===== src/rtl/ysyx_210544_mem_stage_if.sv =====
// ysyx_210544_mem_stage_if
//   Data memory bus between the memory-access stage (master) and the data
//   memory agent (slave). One request is outstanding at a time. The master
//   holds every request field stable until rw_ack is sampled high on a clock
//   edge.
//   rw_req   : master -> slave, bus request
//   rw_ack   : slave -> master, access done (read data valid for loads)
//   rw_addr  : 8-byte aligned address
//   rw_wen   : 1 = store, 0 = load
//   rw_wdata : store data already shifted into its byte lanes
//   rw_wmask : byte strobes for stores
//   rw_size  : 0 = byte, 1 = half, 2 = word, 3 = dword
//   rw_rdata : full read dword returned by the slave
interface ysyx_210544_mem_stage_if;
  logic        rw_req;
  logic        rw_ack;
  logic [63:0] rw_addr;
  logic        rw_wen;
  logic [63:0] rw_wdata;
  logic [7:0]  rw_wmask;
  logic [1:0]  rw_size;
  logic [63:0] rw_rdata;

  modport master (
    output rw_req, rw_addr, rw_wen, rw_wdata, rw_wmask, rw_size,
    input  rw_ack, rw_rdata
  );

  modport slave (
    input  rw_req, rw_addr, rw_wen, rw_wdata, rw_wmask, rw_size,
    output rw_ack, rw_rdata
  );
endinterface


===== src/rtl/ysyx_210544_mem_stage.sv =====
// ysyx_210544_mem_stage
//   Memory-access stage between execute and write-back. Takes one executed
//   instruction per executed req/ack handshake, performs at most one aligned
//   load or store on the data bus, extends load data and hands the result to
//   write-back through the memoryed req/ack handshake.
//   Optional feature macro: MEM_MMIO_SKIPCMT_EN -- when defined, any load or
//   store whose address is below MMIO_LIMIT forces o_mem_skipcmt.
// Ports
//   clk, rst             : clock, synchronous active-high reset
//   i_mem_executed_req / o_mem_executed_ack : handshake from execute
//   i_mem_*              : instruction fields latched on that handshake
//   memBus               : data memory bus (master side)
//   o_mem_memoryed_req / i_mem_memoryed_ack : handshake to write-back
//   o_mem_*              : results to write-back, zero outside DONE
//   o_mem_misalign       : access would have crossed an 8-byte boundary
// Opcode codes mirror the INST_* load/store values of defines.v.
module ysyx_210544_mem_stage #(
  parameter logic [63:0] MMIO_LIMIT = 64'h0000_0000_8000_0000
) (
  input  logic        clk,
  input  logic        rst,
  input  logic        i_mem_executed_req,
  output logic        o_mem_executed_ack,
  input  logic [7:0]  i_mem_inst_opcode,
  input  logic [63:0] i_mem_pc,
  input  logic [31:0] i_mem_inst,
  input  logic [63:0] i_mem_op1,
  input  logic [63:0] i_mem_op2,
  input  logic [63:0] i_mem_op3,
  input  logic [4:0]  i_mem_rd,
  input  logic        i_mem_rd_wen,
  input  logic [63:0] i_mem_rd_wdata,
  input  logic        i_mem_nocmt,
  input  logic        i_mem_skipcmt,
  input  logic [31:0] i_mem_intrNo,
  ysyx_210544_mem_stage_if.master memBus,
  output logic        o_mem_memoryed_req,
  input  logic        i_mem_memoryed_ack,
  output logic [63:0] o_mem_pc,
  output logic [31:0] o_mem_inst,
  output logic [4:0]  o_mem_rd,
  output logic        o_mem_rd_wen,
  output logic [63:0] o_mem_rd_wdata,
  output logic        o_mem_nocmt,
  output logic        o_mem_skipcmt,
  output logic [31:0] o_mem_intrNo,
  output logic        o_mem_misalign
);
  localparam logic [7:0] INST_LB  = 8'h01, INST_LH  = 8'h02, INST_LW  = 8'h03;
  localparam logic [7:0] INST_LD  = 8'h04, INST_LBU = 8'h05, INST_LHU = 8'h06;
  localparam logic [7:0] INST_LWU = 8'h07, INST_SB  = 8'h08, INST_SH  = 8'h09;
  localparam logic [7:0] INST_SW  = 8'h0A, INST_SD  = 8'h0B;

  typedef enum logic [1:0] {IDLE, BUS, DONE} state_t;

  state_t      state_q, state_d;
  logic [63:0] pc_q, pc_d, rdWdata_q, rdWdata_d, wdata_q, wdata_d;
  logic [31:0] inst_q, inst_d, intrNo_q, intrNo_d;
  logic [4:0]  rd_q, rd_d;
  logic        rdWen_q, rdWen_d, nocmt_q, nocmt_d, skipcmt_q, skipcmt_d;
  logic        misalign_q, misalign_d, isStore_q, isStore_d;
  logic        isLoad_q, isLoad_d, isUnsigned_q, isUnsigned_d;
  logic [60:0] addrHi_q, addrHi_d;
  logic [2:0]  off_q, off_d;
  logic [1:0]  size_q, size_d;
  logic [7:0]  wmask_q, wmask_d;

  logic [63:0] addrIn, shiftedRdata, loadValue;
  logic [2:0]  offIn;
  logic [1:0]  sizeIn;
  logic        loadIn, storeIn, unsignedIn, memOpIn, misalignIn, mmioIn;
  logic [7:0]  baseMask;

  // Decode the opcode into access kind, size and extension type.
  always_comb begin
    loadIn     = 1'b0;
    storeIn    = 1'b0;
    unsignedIn = 1'b0;
    sizeIn     = 2'd0;
    case (i_mem_inst_opcode)
      INST_LB:  begin loadIn = 1'b1; sizeIn = 2'd0; end
      INST_LH:  begin loadIn = 1'b1; sizeIn = 2'd1; end
      INST_LW:  begin loadIn = 1'b1; sizeIn = 2'd2; end
      INST_LD:  begin loadIn = 1'b1; sizeIn = 2'd3; end
      INST_LBU: begin loadIn = 1'b1; unsignedIn = 1'b1; sizeIn = 2'd0; end
      INST_LHU: begin loadIn = 1'b1; unsignedIn = 1'b1; sizeIn = 2'd1; end
      INST_LWU: begin loadIn = 1'b1; unsignedIn = 1'b1; sizeIn = 2'd2; end
      INST_SB:  begin storeIn = 1'b1; sizeIn = 2'd0; end
      INST_SH:  begin storeIn = 1'b1; sizeIn = 2'd1; end
      INST_SW:  begin storeIn = 1'b1; sizeIn = 2'd2; end
      INST_SD:  begin storeIn = 1'b1; sizeIn = 2'd3; end
      default:  ;
    endcase
  end

  // A pending interrupt turns a load/store into a plain pass-through.
  assign addrIn     = i_mem_op1 + i_mem_op2;
  assign offIn      = addrIn[2:0];
  assign memOpIn    = (loadIn | storeIn) & (i_mem_intrNo == 32'd0);
  assign misalignIn = memOpIn & (({1'b0, offIn} + (4'd1 << sizeIn)) > 4'd8);

  always_comb begin
    case (sizeIn)
      2'd0:    baseMask = 8'h01;
      2'd1:    baseMask = 8'h03;
      2'd2:    baseMask = 8'h0F;
      default: baseMask = 8'hFF;
    endcase
  end

`ifdef MEM_MMIO_SKIPCMT_EN
  assign mmioIn = memOpIn & (addrIn < MMIO_LIMIT);
`else
  logic unusedMmioLimit;
  assign unusedMmioLimit = ^MMIO_LIMIT;
  assign mmioIn = 1'b0;
`endif

  // Bring the addressed bytes of the read dword down to bit 0 and extend.
  assign shiftedRdata = memBus.rw_rdata >> {off_q, 3'b000};
  always_comb begin
    case (size_q)
      2'd0:    loadValue = isUnsigned_q ? {56'd0, shiftedRdata[7:0]}
                                        : {{56{shiftedRdata[7]}}, shiftedRdata[7:0]};
      2'd1:    loadValue = isUnsigned_q ? {48'd0, shiftedRdata[15:0]}
                                        : {{48{shiftedRdata[15]}}, shiftedRdata[15:0]};
      2'd2:    loadValue = isUnsigned_q ? {32'd0, shiftedRdata[31:0]}
                                        : {{32{shiftedRdata[31]}}, shiftedRdata[31:0]};
      default: loadValue = shiftedRdata;
    endcase
  end

  // Next-state and latch logic: capture the instruction in IDLE, collect the
  // load data when the bus acknowledges, release on the write-back handshake.
  always_comb begin
    state_d = state_q;       pc_d = pc_q;             inst_d = inst_q;
    rd_d = rd_q;             rdWen_d = rdWen_q;       rdWdata_d = rdWdata_q;
    nocmt_d = nocmt_q;       skipcmt_d = skipcmt_q;   intrNo_d = intrNo_q;
    misalign_d = misalign_q; isStore_d = isStore_q;   isLoad_d = isLoad_q;
    isUnsigned_d = isUnsigned_q; addrHi_d = addrHi_q; off_d = off_q;
    size_d = size_q;         wdata_d = wdata_q;       wmask_d = wmask_q;
    case (state_q)
      IDLE: begin
        if (i_mem_executed_req) begin
          pc_d         = i_mem_pc;
          inst_d       = i_mem_inst;
          rd_d         = i_mem_rd;
          rdWen_d      = i_mem_rd_wen & ~misalignIn & (i_mem_intrNo == 32'd0);
          rdWdata_d    = i_mem_rd_wdata;
          nocmt_d      = i_mem_nocmt;
          skipcmt_d    = i_mem_skipcmt | mmioIn;
          intrNo_d     = i_mem_intrNo;
          misalign_d   = misalignIn;
          isStore_d    = storeIn & memOpIn;
          isLoad_d     = loadIn & memOpIn;
          isUnsigned_d = unsignedIn;
          addrHi_d     = addrIn[63:3];
          off_d        = offIn;
          size_d       = sizeIn;
          wdata_d      = i_mem_op3 << {offIn, 3'b000};
          wmask_d      = storeIn ? (baseMask << offIn) : 8'h00;
          state_d      = (memOpIn & ~misalignIn) ? BUS : DONE;
        end
      end
      BUS: begin
        if (memBus.rw_ack) begin
          if (isLoad_q) rdWdata_d = loadValue;
          state_d = DONE;
        end
      end
      DONE: begin
        if (i_mem_memoryed_ack) state_d = IDLE;
      end
      default: state_d = IDLE;
    endcase
  end

  // State register; reset wipes every latched field so outputs read zero.
  always_ff @(posedge clk) begin
    if (rst) begin
      state_q <= IDLE;   pc_q <= '0;        inst_q <= '0;      rd_q <= '0;
      rdWen_q <= 1'b0;   rdWdata_q <= '0;   nocmt_q <= 1'b0;   skipcmt_q <= 1'b0;
      intrNo_q <= '0;    misalign_q <= 1'b0; isStore_q <= 1'b0; isLoad_q <= 1'b0;
      isUnsigned_q <= 1'b0; addrHi_q <= '0; off_q <= '0;       size_q <= '0;
      wdata_q <= '0;     wmask_q <= '0;
    end else begin
      state_q <= state_d; pc_q <= pc_d;     inst_q <= inst_d;  rd_q <= rd_d;
      rdWen_q <= rdWen_d; rdWdata_q <= rdWdata_d; nocmt_q <= nocmt_d;
      skipcmt_q <= skipcmt_d; intrNo_q <= intrNo_d; misalign_q <= misalign_d;
      isStore_q <= isStore_d; isLoad_q <= isLoad_d; isUnsigned_q <= isUnsigned_d;
      addrHi_q <= addrHi_d; off_q <= off_d; size_q <= size_d;
      wdata_q <= wdata_d; wmask_q <= wmask_d;
    end
  end

  // Outputs are qualified by state so nothing stale leaks outside its phase.
  assign o_mem_executed_ack = (state_q == IDLE) & ~rst;
  assign memBus.rw_req      = (state_q == BUS);
  assign memBus.rw_addr     = (state_q == BUS) ? {addrHi_q, 3'b000} : 64'd0;
  assign memBus.rw_wen      = (state_q == BUS) & isStore_q;
  assign memBus.rw_wdata    = (state_q == BUS) ? wdata_q : 64'd0;
  assign memBus.rw_wmask    = (state_q == BUS) ? wmask_q : 8'd0;
  assign memBus.rw_size     = (state_q == BUS) ? size_q : 2'd0;
  assign o_mem_memoryed_req = (state_q == DONE);
  assign o_mem_pc           = (state_q == DONE) ? pc_q : 64'd0;
  assign o_mem_inst         = (state_q == DONE) ? inst_q : 32'd0;
  assign o_mem_rd           = (state_q == DONE) ? rd_q : 5'd0;
  assign o_mem_rd_wen       = (state_q == DONE) & rdWen_q;
  assign o_mem_rd_wdata     = (state_q == DONE) ? rdWdata_q : 64'd0;
  assign o_mem_nocmt        = (state_q == DONE) & nocmt_q;
  assign o_mem_skipcmt      = (state_q == DONE) & skipcmt_q;
  assign o_mem_intrNo       = (state_q == DONE) ? intrNo_q : 32'd0;
  assign o_mem_misalign     = (state_q == DONE) & misalign_q;
endmodule


===== src/flat_wrapper.sv =====
// flat-port wrapper written by rule: the top's interface ports become plain ports
module ysyx_210544_mem_stage_flat 
#(
  parameter logic [63:0] MMIO_LIMIT = 64'h0000_0000_8000_0000
)
  (clk, rst, i_mem_executed_req, o_mem_executed_ack, i_mem_inst_opcode, i_mem_pc, i_mem_inst, i_mem_op1, i_mem_op2, i_mem_op3, i_mem_rd, i_mem_rd_wen, i_mem_rd_wdata, i_mem_nocmt, i_mem_skipcmt, i_mem_intrNo, o_mem_memoryed_req, i_mem_memoryed_ack, o_mem_pc, o_mem_inst, o_mem_rd, o_mem_rd_wen, o_mem_rd_wdata, o_mem_nocmt, o_mem_skipcmt, o_mem_intrNo, o_mem_misalign, memBus_rw_req, memBus_rw_addr, memBus_rw_wen, memBus_rw_wdata, memBus_rw_wmask, memBus_rw_size, memBus_rw_ack, memBus_rw_rdata);
  ysyx_210544_mem_stage_if memBus_i ();
  input  logic clk;
  input  logic rst;
  input  logic i_mem_executed_req;
  output logic o_mem_executed_ack;
  input  logic [7:0] i_mem_inst_opcode;
  input  logic [63:0] i_mem_pc;
  input  logic [31:0] i_mem_inst;
  input  logic [63:0] i_mem_op1;
  input  logic [63:0] i_mem_op2;
  input  logic [63:0] i_mem_op3;
  input  logic [4:0] i_mem_rd;
  input  logic i_mem_rd_wen;
  input  logic [63:0] i_mem_rd_wdata;
  input  logic i_mem_nocmt;
  input  logic i_mem_skipcmt;
  input  logic [31:0] i_mem_intrNo;
  output logic o_mem_memoryed_req;
  input  logic i_mem_memoryed_ack;
  output logic [63:0] o_mem_pc;
  output logic [31:0] o_mem_inst;
  output logic [4:0] o_mem_rd;
  output logic o_mem_rd_wen;
  output logic [63:0] o_mem_rd_wdata;
  output logic o_mem_nocmt;
  output logic o_mem_skipcmt;
  output logic [31:0] o_mem_intrNo;
  output logic o_mem_misalign;
  output wire logic [$bits(memBus_i.rw_req)-1:0] memBus_rw_req;
  output wire logic [$bits(memBus_i.rw_addr)-1:0] memBus_rw_addr;
  output wire logic [$bits(memBus_i.rw_wen)-1:0] memBus_rw_wen;
  output wire logic [$bits(memBus_i.rw_wdata)-1:0] memBus_rw_wdata;
  output wire logic [$bits(memBus_i.rw_wmask)-1:0] memBus_rw_wmask;
  output wire logic [$bits(memBus_i.rw_size)-1:0] memBus_rw_size;
  input wire logic [$bits(memBus_i.rw_ack)-1:0] memBus_rw_ack;
  input wire logic [$bits(memBus_i.rw_rdata)-1:0] memBus_rw_rdata;
  assign memBus_rw_req = memBus_i.rw_req;
  assign memBus_rw_addr = memBus_i.rw_addr;
  assign memBus_rw_wen = memBus_i.rw_wen;
  assign memBus_rw_wdata = memBus_i.rw_wdata;
  assign memBus_rw_wmask = memBus_i.rw_wmask;
  assign memBus_rw_size = memBus_i.rw_size;
  assign memBus_i.rw_ack = memBus_rw_ack;
  assign memBus_i.rw_rdata = memBus_rw_rdata;
  ysyx_210544_mem_stage #(.MMIO_LIMIT(MMIO_LIMIT)) u_core (.clk(clk), .rst(rst), .i_mem_executed_req(i_mem_executed_req), .o_mem_executed_ack(o_mem_executed_ack), .i_mem_inst_opcode(i_mem_inst_opcode), .i_mem_pc(i_mem_pc), .i_mem_inst(i_mem_inst), .i_mem_op1(i_mem_op1), .i_mem_op2(i_mem_op2), .i_mem_op3(i_mem_op3), .i_mem_rd(i_mem_rd), .i_mem_rd_wen(i_mem_rd_wen), .i_mem_rd_wdata(i_mem_rd_wdata), .i_mem_nocmt(i_mem_nocmt), .i_mem_skipcmt(i_mem_skipcmt), .i_mem_intrNo(i_mem_intrNo), .memBus(memBus_i), .o_mem_memoryed_req(o_mem_memoryed_req), .i_mem_memoryed_ack(i_mem_memoryed_ack), .o_mem_pc(o_mem_pc), .o_mem_inst(o_mem_inst), .o_mem_rd(o_mem_rd), .o_mem_rd_wen(o_mem_rd_wen), .o_mem_rd_wdata(o_mem_rd_wdata), .o_mem_nocmt(o_mem_nocmt), .o_mem_skipcmt(o_mem_skipcmt), .o_mem_intrNo(o_mem_intrNo), .o_mem_misalign(o_mem_misalign));
endmodule

===== config.mk =====
export PLATFORM = sky130hd
export DESIGN_NAME = ysyx_210544_mem_stage_flat
export DESIGN_NICKNAME = d
export VERILOG_FILES = /design/src/rtl/ysyx_210544_mem_stage_if.sv /design/src/rtl/ysyx_210544_mem_stage.sv /design/src/flat_wrapper.sv
export SDC_FILE = /design/constraint.sdc
export NUM_CORES = 1
export LEC_CHECK = 0
export ABC_AREA = 0
export BUFFER_PORTS_ARGS = -buffer_cell sky130_fd_sc_hd__buf_2
export CELL_PAD_IN_SITES_DETAIL_PLACEMENT = 2
export CELL_PAD_IN_SITES_GLOBAL_PLACEMENT = 2
export CORE_AREA = 3 3 318 320
export CTS_BUF_LIST = sky130_fd_sc_hd__clkbuf_4
export CTS_CLUSTER_SIZE = 25
export DETAILED_ROUTE_END_ITERATION = 12
export DIE_AREA = 0 0 321 323
export HOLD_SLACK_MARGIN = 0.15
export MAX_ROUTING_LAYER = met4
export PLACE_DENSITY_LB_ADDON = 0.1
export REMOVE_ABC_BUFFERS = 1
export SLEW_MARGIN = 30
export SYNTH_ARGS = -nofsm -noshare
export SYNTH_HDL_FRONTEND = slang
export SYNTH_SLANG_ARGS = --single-unit

===== constraint.sdc =====
create_clock -name clk -period 9.5 [get_ports clk]
set_clock_uncertainty 0.15 [all_clocks]
set_input_delay 0.95 -clock clk [delete_from_list [all_inputs] [get_ports clk]]
set_output_delay 0.95 -clock clk [all_outputs]
set_load 0.01 [all_outputs]

==> impl_metrics.yaml, run 1 <==
worst_setup_path:
  crit_type: "flop to output pin"
  cp.buffers_inverters: 3
  r2r_start: "u_core.off_q[1]$_SDFFE_PP0P_"
  critPathRequiredTime_ns: 8.40
  worstPathArrival_ns: 4.07
  crit_chain: "nand2b_1 > inv_6 > buf_4 > and2_1 > buf_2"
  cp_slowest_cell: "buf_4"
  path_delay_family: "buffers and inverters"
  slowest_delay_ns: 0.78
  endpoint_kind: "output pin"
  path_max_fanout: 74
  timing.rr.end: "u_core.rdWdata_q[57]$_SDFFE_PP0P_"
  crit_path_start_kind: "flop"
  r2r_slack_ns: 5.35
  ff2ff_path_depth: 13
min_path:
  hold_depth: 2
  min_path_type: "flop to flop"
  min_to: "u_core.addrHi_q[0]$_SDFFE_PP0P_"
  min_from: "u_core.addrHi_q[0]$_SDFFE_PP0P_"
yosys:
  synth-seq-cells: 344
  yosys_warnings: 0
  synthCells: 2955
  synth_area_um2: 21900
  ys.flop_type: "dfxtp_1"
  synth_edf_count: 0
  yosys.area.top_type: "dfxtp_1"
  async_flop_share_pct: 0
  synth-seq-area-share_pct: 31.4
  synth.distinct_cells: 90
  synth.area.top_cells: "dfxtp_1, and2_1, nand2_1"
  synth_top_area_share_pct: 31.4
  synth.avg_cell_area_um2: 7.42
detailed_routing:
  drt-wirelength-per-cell_um: 22.6
  viasPerCell: 4.84
  drc: 0
  postRouteAntennaNets: 0
  wirelength_um: 120000
  dr.pass1.iters: 5
  first_iter_violations: 808
  via_count: 25606
timing:
  drv_slew: 0
  hold_viol: 0
  max_freq_mhz: 194
  setup_viol: 0
  relSlewSlack_pct: 36.9
  fin_setup_tns_ns: 0
  worst_slew_pin_slew_ns: 0.945
  timing.final.ws_setup_ns: 4.33
  period_minus_slack_ns: 5.17
  finalCritPeriodShare_pct: 54.4
  grt_setup_unrepaired: "false"
clock_network:
  clk_pin_slew_worst_paths_ns: 0.06
  cts_sinks: 344
  cts_buffers: 117
  ctsRootBufferMaster: "clkbuf_4"
  insertion_delay_ns: 0.94
  clockBufferDepth: 3
  cts_max_level: 3
  cts_tree: "done"
  ctsResizeCount: 0
finish:
  fillers: 11738
  stdcell_area_um2: 30600
  syn2layout_area_growth_pct: 39.6
  nNetsFinal: 4416
  layout-drive-gt1-share_pct: 28.0
  mostFrequentLayoutCells: "buf_2, nand2_1, a21oi_1, and2_1, dfxtp_1"
  final_common_cell: "buf_2"
  fin_cells: 5287
power_and_ir_drop:
  clockPowerShare_pct: 36.9
  power_density_nw_per_um2: 142
  seqPwrFrac_pct: 36.7
  power.total_mw: 4.36
  p_leak_nw: 13.8
  sw_frac_of_total_pct: 35.2
  p_switching_mw: 1.54
  max-vdd-ir-drop_mv: 0.0647
  p_int_mw: 2.82
  p_comb_share_pct: 26.4
place:
  place_inst: 4834
  place_area_um2: 26900
  dp_hpwl_um: 88000
  post-place-ws_ns: 4.59
  port_buffers: 808
  gp_congestion: 0.850
global_route:
  grt_pass1_vias: 28248
  antenna_found_initial: 41
  grt_max_degree: 108
  grt-ovfl-total: 0
  grt_usage_pct: 22.8
  grt_pass1_wl_um: 177000
floorplan:
  die_width_um: 321
  core_um2: 98400
  io_pins: 812
  core.rowCount: 115
  start_util_pct: 22.3
  die_area_um2: 104000
  die_y_um: 323
run:
  maxCapViolCount: 0
status:
  status: "completed"
-- how the worst max path moves through the flow --
| stage | start | to | slack, ns | cells after the start |
|---|---|---|---|---|
| 6_report | u_core.state_q[0]$_SDFFE_PP0P_ | memBus_rw_size[1] | 4.33 | 5 |
| 4_1_cts | u_core.state_q[0]$_SDFFE_PP0P_ | memBus_rw_size[1] | 4.10 | 5 |
| 3_3_place_gp | i_mem_op1[0] | u_core.state_q[0]$_SDFFE_PP0P_ | 4.77 | 12 |
| 3_5_place_dp | i_mem_op1[0] | u_core.state_q[0]$_SDFFE_PP0P_ | 4.59 | 12 |
| 5_1_grt | u_core.state_q[0]$_SDFFE_PP0P_ | memBus_rw_size[1] | 3.95 | 5 |
| 2_1_floorplan | i_mem_executed_req | u_core.addrHi_q[59]$_SDFFE_PP0P_ | 2.53 | 6 |
-- per-layer routing --
metal  wire [um]  vias to the layer above  track usage [%]  part of all wire [%]
li1            -                    12179                -                     -
met1       46700                    12543             24.0                    39
met2       61200                      643             40.8                    51
met3        6830                      241             5.81                   5.7
met4        4770                        0             8.72                   4.0
met5           0                        -                -                     0
-- through the flow --
stage	util, %	hold WS, ns
6_report	31.1	0.297
5_1_grt	31.1	0.200
4_1_cts	31.0	0.155
3_5_place_dp	27.4	0.294
3_3_place_gp	27.4	0.285
2_1_floorplan	-	0.271
-- layout make-up --
type                    count  area [um^2]  share of cell area, %
multi-input cells        2345        14100                   46.0
flip-flops and latches    344         6890                   22.5
repair buffers           1048         6410                   20.9
well taps                1287         1610                   5.26
clock buffers             170         1280                   4.17
clock inverters            32          164                  0.535
diodes                     38         95.1                  0.311
inverters                  23         91.3                  0.298
-- Yosys cell counts, drive strengths merged, types with 4 or more instances --
cell and n:
mux4 7, nand2 581, nor2b 25, a31oi 6
nor4 11, o21ai 84, xnor2 35, and4 5
clkbuf 212, a211oi 40, nor3 40, and3 11
xor2 22, or3 14, and2 356, buf 33
nand4 22, a21o 47, o21bai 13, o221ai 47
ha 66, inv 21, nor2 192, o21a 9
nand3 38, mux2i 81, a21boi 5, dfxtp 344
o22ai 11, nand2b 9, a21oi 370, o31ai 5
mux2 30, nand3b 4, a22o 12, a22oi 39
a311oi 27, o211ai 37
-- worst min-delay path, delay by kind of cell, from the launching register on --
kind,cells,cell delay [ns]
AO/OA/AOI/OAI,1,0.05
flip-flops,1,0.30
AND/OR/NAND/NOR,1,0.05
-- kinds of logic after synthesis --
family,count (synthesis),synth area share [%]
buffers and inverters,268,4.81
multiplexers,118,5.96
XOR/XNOR,57,2.28
adder cells (fa/ha/maj),69,3.99
AND/OR/NAND/NOR,1319,28.6
other,1,0.0171
AO/OA/AOI/OAI,779,23.0
flip-flops,344,31.4
-- sequential cells by signal, indices dropped and copies added (netlist names) --
| name | flops |
|---|---|
| u_core.skipcmt_q | 1 |
| u_core.intrNo_q | 32 |
| u_core.wmask_q | 8 |
| u_core.pc_q | 64 |
| u_core.state_q | 2 |
| u_core.isLoad_q | 1 |
| u_core.wdata_q | 64 |
| u_core.nocmt_q | 1 |
| u_core.rd_q | 5 |
| u_core.isUnsigned_q | 1 |
| u_core.size_q | 2 |
| u_core.off_q | 3 |
| u_core.misalign_q | 1 |
| u_core.inst_q | 32 |
| u_core.rdWen_q | 1 |
| u_core.isStore_q | 1 |
| u_core.rdWdata_q | 64 |
| u_core.addrHi_q | 61 |
-- power groups by stage --
stage	Clock [mW]	Combinational (mW)	Sequential, mW
final	1.61	1.15	1.60
after global routing	1.78	1.28	1.61
after CTS	1.71	1.17	1.60
after detailed placement	0	1.09	1.63
after global placement	0	1.06	1.62
after floorplan	0	0.659	1.62
-- timing repair --
item,in CTS,in global routing
buffers inserted,0,0
hold endpoints to repair,219,0
hold buffers,212,0
Note: power is estimated with default switching activity, not from simulation.
==> run 2, diff against run 1 <==
Settings changed: ABC_AREA 0 to 1, CORE_AREA 3 3 318 320 to unset, CORE_MARGIN set to 3, CORE_UTILIZATION set to 23, DIE_AREA 0 0 321 323 to unset.
Clock period 9.5 ns to 4.4 ns, I/O delays scaled along.
==> impl_metrics.yaml, run 2 <==
floorplan:
  die_y_um: 334
  core.rowCount: 119
  core_um2: 106000
  die_area_um2: 112000
  die_width_um: 334
  start_util_pct: 23.4
  io_pins: 812
worst_setup_path:
  cp_slowest_cell: "dlygate4sd3_1"
  cp.buffers_inverters: 5
  slowest_delay_ns: 0.61
  endpoint_kind: "flop"
  worstPathArrival_ns: 5.02
  path_max_fanout: 55
  r2r_start: "u_core.off_q[0]$_SDFFE_PP0P_"
  critPathRequiredTime_ns: 5.22
  crit_path_start: "u_core.off_q[0]$_SDFFE_PP0P_"
  path_delay_family: "buffers and inverters"
  crit_type: "flop to flop"
  crit_path_start_kind: "flop"
  crit_chain: "inv_2 > buf_4 > nand3_1 > o21ai_1 > nand4_1 > buf_4 > nand4_1 > nand2_1 > dlygate4sd3_1 > a21oi_1 > dlygate4sd3_1"
detailed_routing:
  via_count: 35703
  drt-wirelength-per-cell_um: 23.4
  drc: 0
  postRouteAntennaNets: 0
  viasPerCell: 4.79
  wirelength_um: 174000
  first_iter_violations: 1973
  dr.pass1.iters: 5
finish:
  fillers: 13148
  final_common_cell: "nand2_1"
  nNetsFinal: 6469
  syn2layout_area_growth_pct: 59.6
  mostFrequentLayoutCells: "nand2_1, inv_1, buf_2, dlygate4sd3_1, nor2_1"
  layout-drive-gt1-share_pct: 17.6
  fin_cells: 7447
  reg_top3: "u_core.pc_q x64, u_core.rdWdata_q x64, u_core.wdata_q x64"
  final_util_pct: 37.3
yosys:
  synth.distinct_cells: 43
  yosys-top-cells-count: "nand2_1, inv_1, nor2_1"
  synth_area_um2: 24800
  async_flop_share_pct: 0
  synthCells: 4397
  yosys.area.top_type: "dfxtp_1"
  yosysMostFrequentCell: "nand2_1"
  synth.area.top_cells: "dfxtp_1, nand2_1, inv_1"
  synth_top_area_share_pct: 27.8
  ys.flop_type: "dfxtp_1"
  synth-seq-area-share_pct: 27.8
  synth.avg_cell_area_um2: 5.63
  yosys_warnings: 0
  synth_edf_count: 0
  synth-seq-cells: 344
timing:
  timing.final.ws_setup_ns: 0.201
  worst_slew_pin_slew_ns: 0.949
  relSlewSlack_pct: 36.7
  worst_hold_slack_ns: 0.277
  hold_viol: 0
  setup_viol: 0
  finalCritPeriodShare_pct: 95.4
  max_freq_mhz: 238
  drv_slew: 0
  period_minus_slack_ns: 4.20
clock_network:
  cts_sinks: 344
  clockBufferDepth: 3
  insertion_delay_ns: 0.97
  cts_tree: "done"
  cts_buffers: 111
  cts_max_level: 3
  clk_pin_slew_worst_paths_ns: 0.07
  cts_setup_buffers: 0
  ctsResizeCount: 0
  ctsRootBufferMaster: "clkbuf_4"
power_and_ir_drop:
  p_switching_mw: 5.42
  power.total_mw: 12.7
  sw_frac_of_total_pct: 42.9
  clockPowerShare_pct: 29.0
  power_density_nw_per_um2: 320
  p_leak_nw: 20.2
  p_int_mw: 7.23
  p_comb_share_pct: 41.3
  max-vdd-ir-drop_mv: 0.142
  seqPwrFrac_pct: 29.6
global_route:
  grt_max_degree: 164
  antenna_found_initial: 55
  grt_usage_pct: 30.3
  grt-ovfl-total: 0
  grt_pass1_vias: 39373
  grt_pass1_wl_um: 252000
min_path:
  min_from: "i_mem_op1[57]"
  min_path_type: "input pin to flop"
status:
  status: "completed"
place:
  gp_congestion: 0.887
  post-place-ws_ns: 0.907
  place_inst: 6404
  port_buffers: 808
  dp_hpwl_um: 111000
run:
  maxCapViolCount: 0
-- run 2: changes by cell type after synthesis, sizes merged, moves of 33 or more --
cell    previous run  this run
clkbuf           212       145
nor2             192       644
a211oi            40         7
o21ai             84       377
nand3             38       138
buf               33        90
mux2i             81         5
o221ai            47         6
a21o              47         0
xnor2             35         1
nand2            581      1124
and2             356         3
inv               21       854
-- run 2: final cells by class --
type,count,area (um^2),share of cell area (%)
Clock inverter,23,159,0.402
Tap cell,1391,1740,4.40
Antenna cell,52,130,0.329
Timing Repair Buffer,1655,12500,31.5
Sequential cell,344,6890,17.4
Inverter,854,3230,8.17
Multi-Input combinational cell,2966,13700,34.7
Clock buffer,162,1220,3.08
-- run 2: timing repair --
item / CTS / global route
endpoints found under the hold margin: 343 / 0
setup endpoints to repair: 0 / 0
hold buffers: 806 / 0
-- run 2: worst paths after layout --
path	to	slack (ns)	depth (start not counted)
setup / recovery	u_core.rdWdata_q[37]$_SDFFE_PP0P_	0.20	11
hold / removal	u_core.addrHi_q[55]$_SDFFE_PP0P_	0.28	12
setup reg to reg	u_core.rdWdata_q[37]$_SDFFE_PP0P_	0.20	11
hold reg to reg	u_core.intrNo_q[7]$_SDFFE_PP0P_	0.31	2
-- run 2: power groups by stage --
stage	sequential (mW)	clock, mW	combinational, mW
floorplan	3.73	0	2.32
global placement	3.74	0	3.94
detailed placement	3.76	0	4.00
CTS	3.69	3.62	4.96
global route	3.78	3.94	5.71
finish	3.75	3.67	5.23
-- run 2: metal layers --
layer / vias to the layer above / track usage, % / wire length [um]
met5: - / - / 0
met4: 0 / 15.1 / 9390
met3: 400 / 5.92 / 9590
met2: 1123 / 53.4 / 87900
met1: 17474 / 32.5 / 67400
li1: 16706 / - / -
-- run 2: tightest hold or removal path, stage by stage --
cell and delay [ns]:
buf_2 0.08, ha_1 0.16, a21oi_1 0.09, nand2_1 0.12
nor2_1 0.09, nand2_1 0.06, a21oi_1 0.05, nand2_1 0.07
nand2_1 0.05, nand3_1 0.06, nand2_1 0.05, inv_1 0.04
-- run 2: through the flow --
step                      cell area, um^2  setup TNS [ns]
after floorplan                     23800         -155.28
after global placement              29900               0
after detailed placement            29900               0
after CTS                           39400               0
after global routing                39500         -0.0392
final                               39500               0
-- run 2: kinds of logic (layout without fill, tap and decap cells) --
| group | Yosys count | in the layout | synth area share, % |
|---|---|---|---|
| buffers and inverters | 1089 | 2694 | 17.0 |
| AND/OR/NAND/NOR | 1995 | 1995 | 31.9 |
| XOR/XNOR | 27 | 27 | 0.955 |
| flip-flops | 344 | 344 | 27.8 |
| AO/OA/AOI/OAI | 868 | 868 | 18.6 |
| adder cells (fa/ha/maj) | 68 | 68 | 3.50 |
| other | 1 | 55 | 0.0151 |
| multiplexers | 5 | 5 | 0.202 |
